File: config.mk
export PLATFORM = sky130hd
export DESIGN_NAME = alu_arbiter
export DESIGN_NICKNAME = d
export VERILOG_FILES = /design/src/rtl/alu_arbiter.sv
export SDC_FILE = /design/constraint.sdc
export NUM_CORES = 1
export LEC_CHECK = 0
export ABC_AREA = 1
export ABC_CLOCK_PERIOD_IN_PS = 1700
export BUFFER_PORTS_ARGS = -buffer_cell sky130_fd_sc_hd__buf_2
export CAP_MARGIN = 20
export CORE_MARGIN = 2
export CORE_UTILIZATION = 41
export CTS_CLUSTER_SIZE = 30
export DETAILED_ROUTE_END_ITERATION = 6
export GPL_TIMING_DRIVEN = 0
export PLACE_DENSITY = 0.85
export SYNTH_ARGS = -nofsm -noshare
export SYNTH_HDL_FRONTEND = slang
export SYNTH_SLANG_ARGS = --single-unit
File: constraint.sdc
create_clock -name clk -period 1.7 [get_ports clk]
set_input_delay 0.34 -clock clk [delete_from_list [all_inputs] [get_ports clk]]
set_output_delay 0.34 -clock clk [all_outputs]
set_load 0.01 [all_outputs]
File: src/rtl/alu_arbiter.sv
// Round-robin arbiter giving NREQ requesters shared access to one 8-bit ALU.
// Define ALU_ARB_FIXED_PRIO_EN to replace round-robin with fixed priority (lowest index wins).
module alu_arbiter #(
    parameter int NREQ = 4
) (
    input  logic                 clk,
    input  logic                 rst_n,
    input  logic [NREQ-1:0]      req,
    input  logic [8*NREQ-1:0]    req_x,
    input  logic [8*NREQ-1:0]    req_y,
    input  logic [4*NREQ-1:0]    req_funct,
    output logic [NREQ-1:0]      gnt,
    output logic [NREQ-1:0]      rsp_valid,
    output logic [7:0]           rsp_result,
    output logic                 rsp_cmp,
    output logic                 busy,
    output logic                 alu_en,
    output logic [7:0]           alu_x,
    output logic [7:0]           alu_y,
    output logic [3:0]           alu_funct,
    input  logic [7:0]           alu_result,
    input  logic                 alu_cmp
);

    localparam int IDW = $clog2(NREQ);
    localparam logic [3:0] FUNCT_CMP = 4'b0110;

    typedef enum logic [1:0] {
        IDLE,
        EXEC,
        DONE
    } state_t;

    state_t         state;
    logic [IDW-1:0] owner;

    logic [7:0]     op_x [NREQ];
    logic [7:0]     op_y [NREQ];
    logic [3:0]     op_f [NREQ];

    logic           win_valid;
    logic [IDW-1:0] win_idx;
    logic           launch;

    genvar gi;
    generate
        for (gi = 0; gi < NREQ; gi++) begin : g_unpack
            assign op_x[gi] = req_x[8*gi +: 8];
            assign op_y[gi] = req_y[8*gi +: 8];
            assign op_f[gi] = req_funct[4*gi +: 4];
        end
    endgenerate

`ifdef ALU_ARB_FIXED_PRIO_EN
    always_comb begin
        win_valid = 1'b0;
        win_idx   = '0;
        for (int k = NREQ - 1; k >= 0; k--) begin
            if (req[k]) begin
                win_valid = 1'b1;
                win_idx   = IDW'(k);
            end
        end
    end
`else
    logic [IDW-1:0] rr_ptr;

    // Search starts just past the last winner so it yields to anyone else waiting.
    always_comb begin
        int idx;
        idx       = 0;
        win_valid = 1'b0;
        win_idx   = '0;
        for (int k = 1; k <= NREQ; k++) begin
            idx = (int'(rr_ptr) + k) % NREQ;
            if (!win_valid && req[IDW'(idx)]) begin
                win_valid = 1'b1;
                win_idx   = IDW'(idx);
            end
        end
    end
`endif

    assign launch = win_valid && ((state == IDLE) || (state == DONE));

    function automatic logic [NREQ-1:0] onehot(input logic [IDW-1:0] i);
        logic [NREQ-1:0] v;
        v    = '0;
        v[i] = 1'b1;
        return v;
    endfunction

    always_ff @(posedge clk or negedge rst_n) begin
        if (!rst_n) begin
            state      <= IDLE;
            owner      <= '0;
            gnt        <= '0;
            rsp_valid  <= '0;
            rsp_result <= 8'h00;
            rsp_cmp    <= 1'b0;
            busy       <= 1'b0;
            alu_en     <= 1'b0;
            alu_x      <= 8'h00;
            alu_y      <= 8'h00;
            alu_funct  <= 4'h0;
`ifndef ALU_ARB_FIXED_PRIO_EN
            rr_ptr     <= IDW'(NREQ - 1);
`endif
        end else begin
            gnt       <= '0;
            rsp_valid <= '0;
            alu_en    <= 1'b0;

            case (state)
                IDLE: begin
                    busy <= 1'b0;
                end
                EXEC: begin
                    state <= DONE;
                    busy  <= 1'b1;
                end
                DONE: begin
                    // alu_funct still holds the finishing op; a new launch below overwrites it afterwards.
                    rsp_valid  <= onehot(owner);
                    rsp_cmp    <= alu_cmp;
                    rsp_result <= (alu_funct == FUNCT_CMP) ? {7'b0, alu_cmp} : alu_result;
                    state      <= IDLE;
                    busy       <= 1'b0;
                end
                default: begin
                    state <= IDLE;
                    busy  <= 1'b0;
                end
            endcase

            if (launch) begin
                alu_x     <= op_x[win_idx];
                alu_y     <= op_y[win_idx];
                alu_funct <= op_f[win_idx];
                alu_en    <= 1'b1;
                gnt       <= onehot(win_idx);
                owner     <= win_idx;
                state     <= EXEC;
                busy      <= 1'b1;
`ifndef ALU_ARB_FIXED_PRIO_EN
                rr_ptr    <= win_idx;
`endif
            end
        end
    end

endmodule

**Yosys cells after proc, flatten, opt, wreduce, memory -nomap -nowiden**

Cells that the tools add are included.

- Order comparisons: 9
- Equal/unequal tests: 4
- Bitwise logic cells: 1
- Reductions and logical operators: 11
- Multiplexer cells: 41
- Add/subtract/negate cells: 4

Operators with widths:

| operator | count |
|---|---|
| $mux W8 | 5 |
| $bmux W8 S2 | 2 |
| $mux W1 | 17 |
| $lt A2 B4 Y1 const B | 4 |
| $mux W4 | 4 |
| $mux W2 | 5 |
| $bmux W1 S2 | 4 |
| $bmux W4 S2 | 1 |
| $logic_and A1 B1 Y1 | 6 |
| $lt A2 B3 Y1 const B | 2 |
| $add A2 B1 Y2 const B | 2 |
| $add A2 B2 Y2 const B | 2 |
| $demux W1 S2 | 2 |
| $eq A4 B3 Y1 const B | 1 |
| $ge A2 B1 Y1 const B | 2 |
| $pmux W2 S2 | 1 |
| $ge A3 B3 Y1 const B | 1 |
| $logic_not A1 Y1 | 3 |
| $not A2 Y3 | 1 |
| $eq A2 B1 Y1 const B | 1 |
| $eq A2 B2 Y1 const B | 1 |
| $logic_not A2 Y1 | 1 |
| $ne A2 B2 Y1 const B | 1 |
| $logic_or A1 B1 Y1 | 1 |

- Input port bits: 95
- Flip-flop bits (word level): 45
- Output and inout bits: 39

**Depth between registers and ports, before layout**

Gate-level depths: netlist of run 1.

- Depth in word-level cells: 19
- Mapped depth: 17
- Depth with buffers taken out: 14

**Worst setup path after synthesis of run 1**

OpenSTA, ideal clock, no wires.

- Path type: register -> register
- From: register rr_ptr[0]
- To: register alu_x[0]
- Slack: -0.206 ns
- Data arrival time: 1.788 ns
- Buffers on the path: 3
- Required time: 1.583 ns
- Cell stages (with the launch flop): 17
- Period minus slack after synthesis: 1.906 ns
- Cells stage by stage: dfstp_2 > buf_4 > inv_2 > buf_6 > nand2_1 > nand2_1 > nand2_1 > nand2_2 > nor2_4 > nand2_1 > nor2_2 > nor2_4 > inv_2 > buf_4 > nand3_1 > nand3_1 > nand2_1

- Word-level cells in the longest chain between the ends: 18

Ends and longest elaborated chain:

| what | line | RTL |
|---|---|---|
| start: declaration | 66 | `logic [IDW-1:0] rr_ptr;` |
| start signal: assignment | 107 | `rr_ptr <= IDW'(NREQ - 1);` |
| start signal: assignment | 146 | `rr_ptr <= win_idx;` |
| $add A2 B1 Y2 | 75 | `idx = (int'(rr_ptr) + k) % NREQ;` |
| $bmux W1 S2 | 76 | `if (!win_valid && req[IDW'(idx)]) begin` |
| $mux W1 (implied by the code) (2 in series) | 76 |  |
| $mux W1 | 76 |  |
| $logic_not A1 Y1 | 76 |  |
| $logic_and A1 B1 Y1 | 76 |  |
| $mux W1 | 76 |  |
| $logic_not A1 Y1 | 76 |  |
| $logic_and A1 B1 Y1 | 76 |  |
| $mux W1 | 76 |  |
| $logic_not A1 Y1 | 76 |  |
| $logic_and A1 B1 Y1 | 76 |  |
| $mux W2 | 76 |  |
| $not A2 Y3 (implied by the code) | 137 | `alu_x <= op_x[win_idx];` |
| $bmux W8 S2 | 137 |  |
| $mux W8 (implied by the code) (2 in series) | 137 |  |
| end signal: assignment | 137 |  |
| end: declaration | 18 | `output logic [7:0] alu_x,` |

Parallel ways exist; a longest one is shown, timed or not. The select of a mux whose other input is x is not followed.
A chain may end at the register's enable or synchronous reset.

**Worst setup path in the final report of run 1**

- From: register rr_ptr[0]
- To: register alu_x[4]

The elaborated chain is that of the path after synthesis.

==> impl_metrics.toml, run 1 <==
[timing]
finalSetupViolCount = 31
post-route-min-period_ns = 2.12
maxSlewViolCount = 0
fmax_mhz = 472
layout_setup_ws_ns = -0.417
post-route-period-util = 1.25
tightest_slew_ns = 0.489
finClkSkew_ns = 0.00801
slew-limit-headroom = 0.674
rsz0062_at_grt = "yes"
hold_violations = 0

[detailed_routing]
drt-total-wl_microns = 9960
ant_nets = 0
wl_per_cell_microns = 16.1
drtIter0Drc = 146
firstDrtPassIters = 5
routed_via_density = 5.31
vias = 3278
drc = 0

[worst_setup_path]
crit_slowest_cell = "dfstp_2"
worst_ep_arrival_time_ns = 2.31
worstPathMaxFanout = 8
path_cells = "inv_2 -> buf_6 -> nand2_2 -> nand2_2 -> nand2_2 -> nand2_4 -> nor2_4 -> nand2_2 -> nor2_4 -> nor2_4 -> buf_6 -> clkinv_8 -> buf_8 -> nand3_2 -> nand3_2 -> nand2_1"
cp_common_cell = "nand2_2"
required_ns = 1.89
slowest_delay_ns = 0.56
critPathLaunchType = "flop"
endpoint_kind = "flop"
r2r_slack_ns = -0.42
crit_type = "flop to flop"

[grt]
grt_use_met3 = 0.0504
grt_util_met2 = 0.434
grt_max_degree = 46
grt_first_pass_wirelength_microns = 14100
track_usage = 0.251
met1_usage = 0.313
overflow = 0
top_usage_layer = "met2"
antenna_found_initial = 0
first_global_vias = 2963

[outcome]
outcome = "complete, but fails checks"
violations = "setup timing"

[yosys]
synth_cell_types = 21
synth_seq_cells = 45
yosysSeqAreaShare = 0.433
synth_nets = 463
synth_warnings = 0
synth.cell_area_sq_um = 2600
syn_inst = 368
avgSynthCellArea_sq_um = 7.08

[layout]
fillCellCount = 472
nNetsFinal = 634
antenna_cells = 0
layout_commonest_cell = "buf_2"
areaGrowthSynthToFinish_pct = 74.6
mostFrequentLayoutCells = "133 x buf_2, 104 x nand2_1, 51 x nand3_1"
final_layout_size_suffix_gt1_frac = 0.567

[floorplan]
initial_core_util = 0.417
die_x_microns = 83.7
core_area_sq_um = 6240
die_h_microns = 83.7
dieArea_sq_um = 7010
ioPinCount = 134
row_count = 29

[clocking]
clk_latency_ns = 0.30
cts_tree = "yes"
path_clk_slew_ns = 0.09
h-tree-depth = 2
clock_sinks = 45
cts_root_buffer = "clkbuf_8"
clk_path_buf_depth = 2
cts_buffers = 5

[placement]
place_ws_ns = -0.497
io_buffers = 133
gp_congestion = 0.906
dp_hpwl_microns = 6290

[run]
cap_violations = 0

[hold_path]
min_path_type = "input port to flop"
==> what timing repair did <==
action / CTS / global route
hold buffers: 0 / 1
cloned: 3 / 6
hold endpoints to repair: 0 / 4
setup buffers: 10 / 11
pin swaps: 16 / 55
endpoints found under the setup margin: 31 / 31
resized for setup: 50 / 119
==> cell usage after synthesis, drive strengths merged <==
| master | n | share of area |
|---|---|---|
| nand2 | 142 | 0.21 |
| nand3 | 105 | 0.20 |
| dfrtp | 43 | 0.41 |
| buf | 21 | 0.049 |
| inv | 17 | 0.024 |
| nor2 | 14 | 0.030 |
| o21ai | 14 | 0.027 |
| nor3 | 4 | 0.0077 |
| clkbuf | 3 | 0.0043 |
| dfstp | 2 | 0.020 |
| a31oi | 1 | 0.0024 |
| and3 | 1 | 0.0024 |
| clkinv | 1 | 0.0014 |
==> area by class of cell <==
type / count / area (sq um) / share of cell area
clock inverter: 2 / 38.8 / 0.00853
timing repair buffer: 164 / 1080 / 0.237
sequential: 45 / 1130 / 0.248
buffer: 23 / 263 / 0.0578
inverter: 18 / 87.6 / 0.0193
multi-input combinational: 282 / 1780 / 0.392
tap: 77 / 96.3 / 0.0212
clock buffer: 6 / 72.6 / 0.0160
==> registers in the layout (all words and copies together) (netlist names) <==
register and cells:
alu_x 8, gnt 4, rr_ptr 2, owner 2, alu_funct 4, alu_y 8, busy 1, rsp_result 8
alu_en 1, rsp_valid 4, state 2, rsp_cmp 1
==> metrics by stage <==
step	util	cells	hold WS [ns]	setup TNS [ns]	cell area, sq um
after detailed placement	0.549	578	0.446	-12.07	3430
final	0.729	617	0.257	-11.10	4550
after global routing	0.729	617	0.262	-14.37	4550
after global placement	0.549	578	0.434	-10.48	3430
after floorplan	-	368	0.0444	-4.72	2660
after CTS	0.611	598	0.237	-8.41	3810
==> logic make-up after synthesis <==
family / count (synthesis) / share of synthesized area
AOI/OAI and AO/OA: 15 / 0.0293
buffers and inverters: 42 / 0.0797
DFF: 45 / 0.433
and+or+nand+nor: 266 / 0.458
==> worst max-delay path: cells and delay by family, from the launching register on <==
family	cells	cell delay, ns
flops	1	0.56
simple gates	11	0.93
buf+inv	5	0.51
==> per-layer routing <==
metal  share of wire  vias up
li1                -     1545
met1            0.38     1505
met2            0.49      195
met3           0.087       33
met4           0.041        0
met5               0        -
==> path summary, 6_finish.rpt <==
check	start	endpoint	depth (start not counted)
min in group asynchronous	rst_n	rsp_result[3]$_DFFE_PN0P_	2
setup reg to reg	rr_ptr[0]$_DFFE_PN1P_	alu_x[4]$_DFFE_PN0P_	16
setup / recovery	rr_ptr[0]$_DFFE_PN1P_	alu_x[4]$_DFFE_PN0P_	16
hold reg to reg	alu_y[1]$_DFFE_PN0P_	alu_y[1]$_DFFE_PN0P_	2
max in group asynchronous	rst_n	rr_ptr[0]$_DFFE_PN1P_	3
hold / removal	alu_cmp	rsp_cmp$_DFFE_PN0P_	3
Power of run 1 is left out: the tool's default activity adds up to more than one toggle a clock period on the data nets, which glitch-free logic cannot reach.
==> run 2: changes to the inputs <==
--- a/config.mk
+++ b/config.mk
@@ -15,6 +15,7 @@
 export DETAILED_ROUTE_END_ITERATION = 6
 export GPL_TIMING_DRIVEN = 0
 export PLACE_DENSITY = 0.85
+export SETUP_SLACK_MARGIN = 0.15
 export SYNTH_ARGS = -nofsm -noshare
 export SYNTH_HDL_FRONTEND = slang
 export SYNTH_SLANG_ARGS = --single-unit
==> impl_metrics.toml, run 2 (same netlist as run 1, synthesis figures left out) <==
[timing]
hold_violations = 0
layout_setup_ws_ns = -0.487
holdWs_ns = 0.207
fin_setup_tns_ns = -12.16
maxSlewViolCount = 0
rsz0062_at_grt = "yes"
slew-limit-headroom = 0.352
finalSetupViolCount = 31
finClkSkew_ns = 0.00735
tightest_slew_ns = 0.972
fmax_mhz = 457
post-route-period-util = 1.29
post-route-min-period_ns = 2.19

[layout]
top_regs = "alu_x: 8 flops, alu_y: 8 flops, rsp_result: 8 flops"
utilization = 0.641
fin_cells = 607
stdcell_area_sq_um = 4000
antenna_cells = 0
mostFrequentLayoutCells = "138 x buf_2, 117 x nand2_1, 92 x nand3_1"
final_layout_size_suffix_gt1_frac = 0.453
areaGrowthSynthToFinish_pct = 53.5
nNetsFinal = 625
layout_commonest_cell = "buf_2"

[detailed_routing]
routed_via_density = 5.10
firstDrtPassIters = 4
drt-total-wl_microns = 8590
wl_per_cell_microns = 14.2
drtIter0Drc = 134
drc = 0
ant_nets = 0
vias = 3095

[floorplan]
die_h_microns = 83.7
core_area_sq_um = 6240
die_x_microns = 83.7
initial_core_util = 0.417
row_count = 29
dieArea_sq_um = 7010
ioPinCount = 134

[worst_setup_path]
worst_ep_arrival_time_ns = 2.36
crit_slowest_cell = "dfstp_2"
r2r_slack_ns = -0.49
cp-startpoint = "rr_ptr[0]$_DFFE_PN1P_"
crit_type = "flop to flop"
worstRegToRegCells = 17
endpoint_kind = "flop"
cp_common_cell = "nand2_2"
cp_top_family = "simple AND/OR/NAND/NOR gates"
worstPathMaxFanout = 8
slowest_delay_ns = 0.53
required_ns = 1.88
r2r_end = "alu_x[3]$_DFFE_PN0P_"
r2r_start = "rr_ptr[0]$_DFFE_PN1P_"
cp_num_buf_inv = 5
path_depth = 17
endpoint = "alu_x[3]$_DFFE_PN0P_"
critPathLaunchType = "flop"
path_cells = "buf_6 -> inv_2 -> buf_6 -> nand2_1 -> nand2_2 -> nand2_2 -> nand2_2 -> nor2_4 -> nand3_4 -> nand2_8 -> nand2_8 -> buf_8 -> buf_8 -> nand2_2 -> nand3_1 -> nand3_1 -> nand2_1"

[grt]
overflow = 0
track_usage = 0.245
antenna_found_initial = 0
first_global_vias = 2969
grt_first_pass_wirelength_microns = 13900
grt_max_degree = 46

[run]
cap_violations = 0

[clocking]
cts_buffers = 5
cts_tree = "yes"
h-tree-depth = 2
clk_latency_ns = 0.28
cts_root_buffer = "clkbuf_8"
clock_sinks = 45
clk_path_buf_depth = 2
path_clk_slew_ns = 0.08
cts_hold_repair.buffers = 0

[placement]
io_buffers = 133
gp_congestion = 0.907
place_area_sq_um = 3430
dp.cells = 578
dp_hpwl_microns = 6170
place_ws_ns = -0.495

[outcome]
outcome = "complete, but fails checks"
violations = "setup timing"

[power]
p_leak_nw = 2.18
finalPower_mw = 10.9
pwr_density_cell_nw_per_um2 = 2720
peakVddDrop_v = 0.00170

[hold_path]
min_path_type = "input port to async pin"
[run 2: cell count changes in the layout (fill, tap and decap cells not counted), moves of 2 or more]
cell       before  now
nand3_1        51   92
nand3_2        49   11
nand2_1       104  117
nand2_2        31   18
buf_2         133  138
clkbuf_16       5    0
buf_8           8    4
buf_6          18   15
nand3_4         5    2
nor2_4          6    3
buf_12          5    3
nor2_1          6    8
[run 2: area by class of cell]
class / instances / area, sq um
Buffer: 24 / 221
Clock buffer: 6 / 82.6
Clock inverter: 1 / 7.51
Fill cell: 543 / 2240
Inverter: 18 / 82.6
Multi-Input combinational cell: 281 / 1470
Sequential cell: 45 / 1130
Tap cell: 77 / 96.3
Timing Repair Buffer: 155 / 911
[run 2: power breakdown]
part	internal (mW)	switching, mW	total [mW]
sequential	1.62	0.253	1.87
combinational	3.62	4.75	8.37
clock	0.321	0.334	0.656
total	5.56	5.33	10.9
[run 2: what timing repair did]
| action | 4_1_cts | 5_1_grt |
|---|---|---|
| buffers inserted | 12 | 5 |
| pin swaps | 17 | 8 |
| endpoints found under the hold margin | 0 | 0 |
| endpoints found under the setup margin | 31 | 31 |
| resized for setup | 62 | 13 |
| gates cloned | 5 | 0 |
[run 2: worst min-delay path by stage]
stage | startpoint | endpoint | slack [ns] | cells after the start
after CTS | rst_n | rsp_result[5]$_DFFE_PN0P_ | 0.25 | 1
after global routing | rst_n | rsp_result[5]$_DFFE_PN0P_ | 0.28 | 1
after floorplan | rst_n | alu_en$_DFF_PN0_ | 0.04 | 0
after global placement | owner[1]$_DFFE_PN0P_ | rsp_valid[1]$_DFF_PN0_ | 0.44 | 1
after detailed placement | owner[1]$_DFFE_PN0P_ | rsp_valid[0]$_DFF_PN0_ | 0.45 | 1
final | rst_n | rsp_result[5]$_DFFE_PN0P_ | 0.21 | 1
[run 2: layer usage]
metal | GRT usage | part of all wire | wire [microns]
met3 | 0.0406 | 0.087 | 744
met5 | 0 | 0 | 0
met1 | 0.310 | 0.40 | 3440
met2 | 0.428 | 0.50 | 4290
met4 | 0.0762 | 0.014 | 118
No activity file was read; power rests on OpenSTA's default activity.
==> run 3: changes to the inputs <==
--- a/config.mk
+++ b/config.mk
@@ -11,11 +11,12 @@
 export CAP_MARGIN = 20
 export CORE_MARGIN = 2
 export CORE_UTILIZATION = 41
+export CTS_BUF_LIST = sky130_fd_sc_hd__clkbuf_16
 export CTS_CLUSTER_SIZE = 30
 export DETAILED_ROUTE_END_ITERATION = 6
-export GPL_TIMING_DRIVEN = 0
 export PLACE_DENSITY = 0.85
 export SETUP_SLACK_MARGIN = 0.15
+export SLEW_MARGIN = 20
 export SYNTH_ARGS = -nofsm -noshare
 export SYNTH_HDL_FRONTEND = slang
 export SYNTH_SLANG_ARGS = --single-unit
==> impl_metrics.toml, run 3 (same netlist as run 1, synthesis figures left out) <==
[clocking]
cts_tree = "yes"
cts_buffers = 5
clk_path_buf_depth = 2
cts_root_buffer = "clkbuf_16"
clock_sinks = 45
h-tree-depth = 2
clk_latency_ns = 0.28
path_clk_slew_ns = 0.06

[timing]
maxSlewViolCount = 0
finClkSkew_ns = 0.00478
slew-limit-headroom = 0.697
rsz0062_at_grt = "yes"
post-route-period-util = 1.19
tightest_slew_ns = 0.454
layout_setup_ws_ns = -0.325
post-route-min-period_ns = 2.02
hold_violations = 0
finalSetupViolCount = 31
holdWs_ns = 0.00751
fmax_mhz = 494

[detailed_routing]
wl_per_cell_microns = 14.5
drtIter0Drc = 156
routed_via_density = 5.22
ant_nets = 0
drt-total-wl_microns = 8620
firstDrtPassIters = 4
vias = 3103
drc = 0

[worst_setup_path]
cp-startpoint = "rr_ptr[0]$_DFFE_PN1P_"
slowest_delay_ns = 0.60
r2r_slack_ns = -0.32
crit_slowest_cell = "dfstp_2"
cp_common_cell = "nand2_1"
endpoint_kind = "flop"
r2r_start = "rr_ptr[0]$_DFFE_PN1P_"
critPathLaunchType = "flop"
worst_ep_arrival_time_ns = 2.20
r2r_end = "alu_funct[2]$_DFFE_PN0P_"
path_cells = "buf_4 -> nand2_1 -> nand3_1 -> nand2_1 -> nor2_4 -> nand3_2 -> nand2_4 -> nand2_4 -> buf_12 -> nand2_1 -> nand3_2 -> nand3_1 -> nand2_1"
endpoint = "alu_funct[2]$_DFFE_PN0P_"
crit_type = "flop to flop"
required_ns = 1.87
worstPathMaxFanout = 20
worstRegToRegCells = 13

[floorplan]
core_area_sq_um = 6240
initial_core_util = 0.417
die_h_microns = 83.7
row_count = 29
dieArea_sq_um = 7010
ioPinCount = 134
die_x_microns = 83.7

[power]
pwr_density_cell_nw_per_um2 = 2630
peakVddDrop_v = 0.00142
p_leak_nw = 2.17

[layout]
nNetsFinal = 613
utilization = 0.627
mostFrequentLayoutCells = "133 x buf_2, 127 x nand2_1, 95 x nand3_1"
layout_commonest_cell = "buf_2"
seqCellArea_sq_um = 1130
top_regs = "alu_x: 8 flops, alu_y: 8 flops, rsp_result: 8 flops"
antenna_cells = 0
multi_input_area_sq_um = 1360
fin_cells = 595
areaGrowthSynthToFinish_pct = 50.2
fillCellCount = 538
final_layout_size_suffix_gt1_frac = 0.409

[placement]
dp.cells = 576
gp_congestion = 0.939
dp_hpwl_microns = 6210
place_ws_ns = -0.349
io_buffers = 133

[grt]
track_usage = 0.245
first_global_vias = 3005
overflow = 0
grt_first_pass_wirelength_microns = 13700
grt_max_degree = 42
antenna_found_initial = 0

[outcome]
violations = "setup timing"
outcome = "complete, but fails checks"

[hold_path]
min_path_type = "input port to async pin"

[run]
cap_violations = 0
[run 3: power breakdown]
group | switching, mW | total (mW) | leakage [nW] | internal (mW)
registers | 0.275 | 1.90 | 0.557 | 1.62
logic | 4.26 | 7.50 | 1.55 | 3.23
clock network | 0.381 | 0.911 | 0.0633 | 0.531
total | 4.92 | 10.3 | 2.17 | 5.38
[run 3: area by class of cell]
class | instances | area share
repair buffers | 165 | 0.279
multi-input cells | 281 | 0.347
flip-flops and latches | 45 | 0.288
repair inverters | 2 | 0.00448
clock inverters | 2 | 0.00288
inverters | 18 | 0.0211
well taps | 77 | 0.0246
clock buffers | 5 | 0.0320
[run 3: per-stage QoR]
step	area, sq um	power (mW)	setup TNS (ns)
after detailed placement	3500	8.26	-7.96
after floorplan	2660	6.36	-4.72
final	3910	10.3	-8.30
after global placement	3500	8.07	-5.63
after global routing	3910	11.2	-11.61
after CTS	3820	9.94	-6.67
[run 3: routing by layer]
| metal | part of all wire | up-vias | GRT usage |
|---|---|---|---|
| met5 | 0 | - | 0 |
| met2 | 0.49 | 180 | 0.417 |
| met4 | 0.035 | 0 | 0.114 |
| met3 | 0.092 | 28 | 0.0574 |
| li1 | - | 1500 | - |
| met1 | 0.38 | 1395 | 0.291 |
[run 3: worst min path at each step]
stage	cells past startpoint	from	endpoint	slack, ns
3_3_place_gp	1	rst_n	owner[1]$_DFFE_PN0P_	0.31
3_5_place_dp	1	rst_n	rsp_valid[1]$_DFF_PN0_	0.31
4_1_cts	1	rst_n	rsp_valid[1]$_DFF_PN0_	0.02
5_1_grt	1	rst_n	rsp_valid[1]$_DFF_PN0_	0.03
2_1_floorplan	0	rst_n	alu_en$_DFF_PN0_	0.04
6_report	1	rst_n	rsp_valid[1]$_DFF_PN0_	0.008
[run 3: timing repair]
action | CTS | global route
gates resized for setup | 20 | 10
endpoints found under the setup margin | 31 | 31
setup buffers | 4 | 4
gates cloned | 3 | 1
hold buffers | 0 | 0
pin swaps | 7 | 5
[run 3: critical path: cells and delay by family, from the launching register on]
kind,cells,cell delay (ns)
buffers and inverters,2,0.29
AND/OR/NAND/NOR,11,1.03
flip-flops,1,0.60
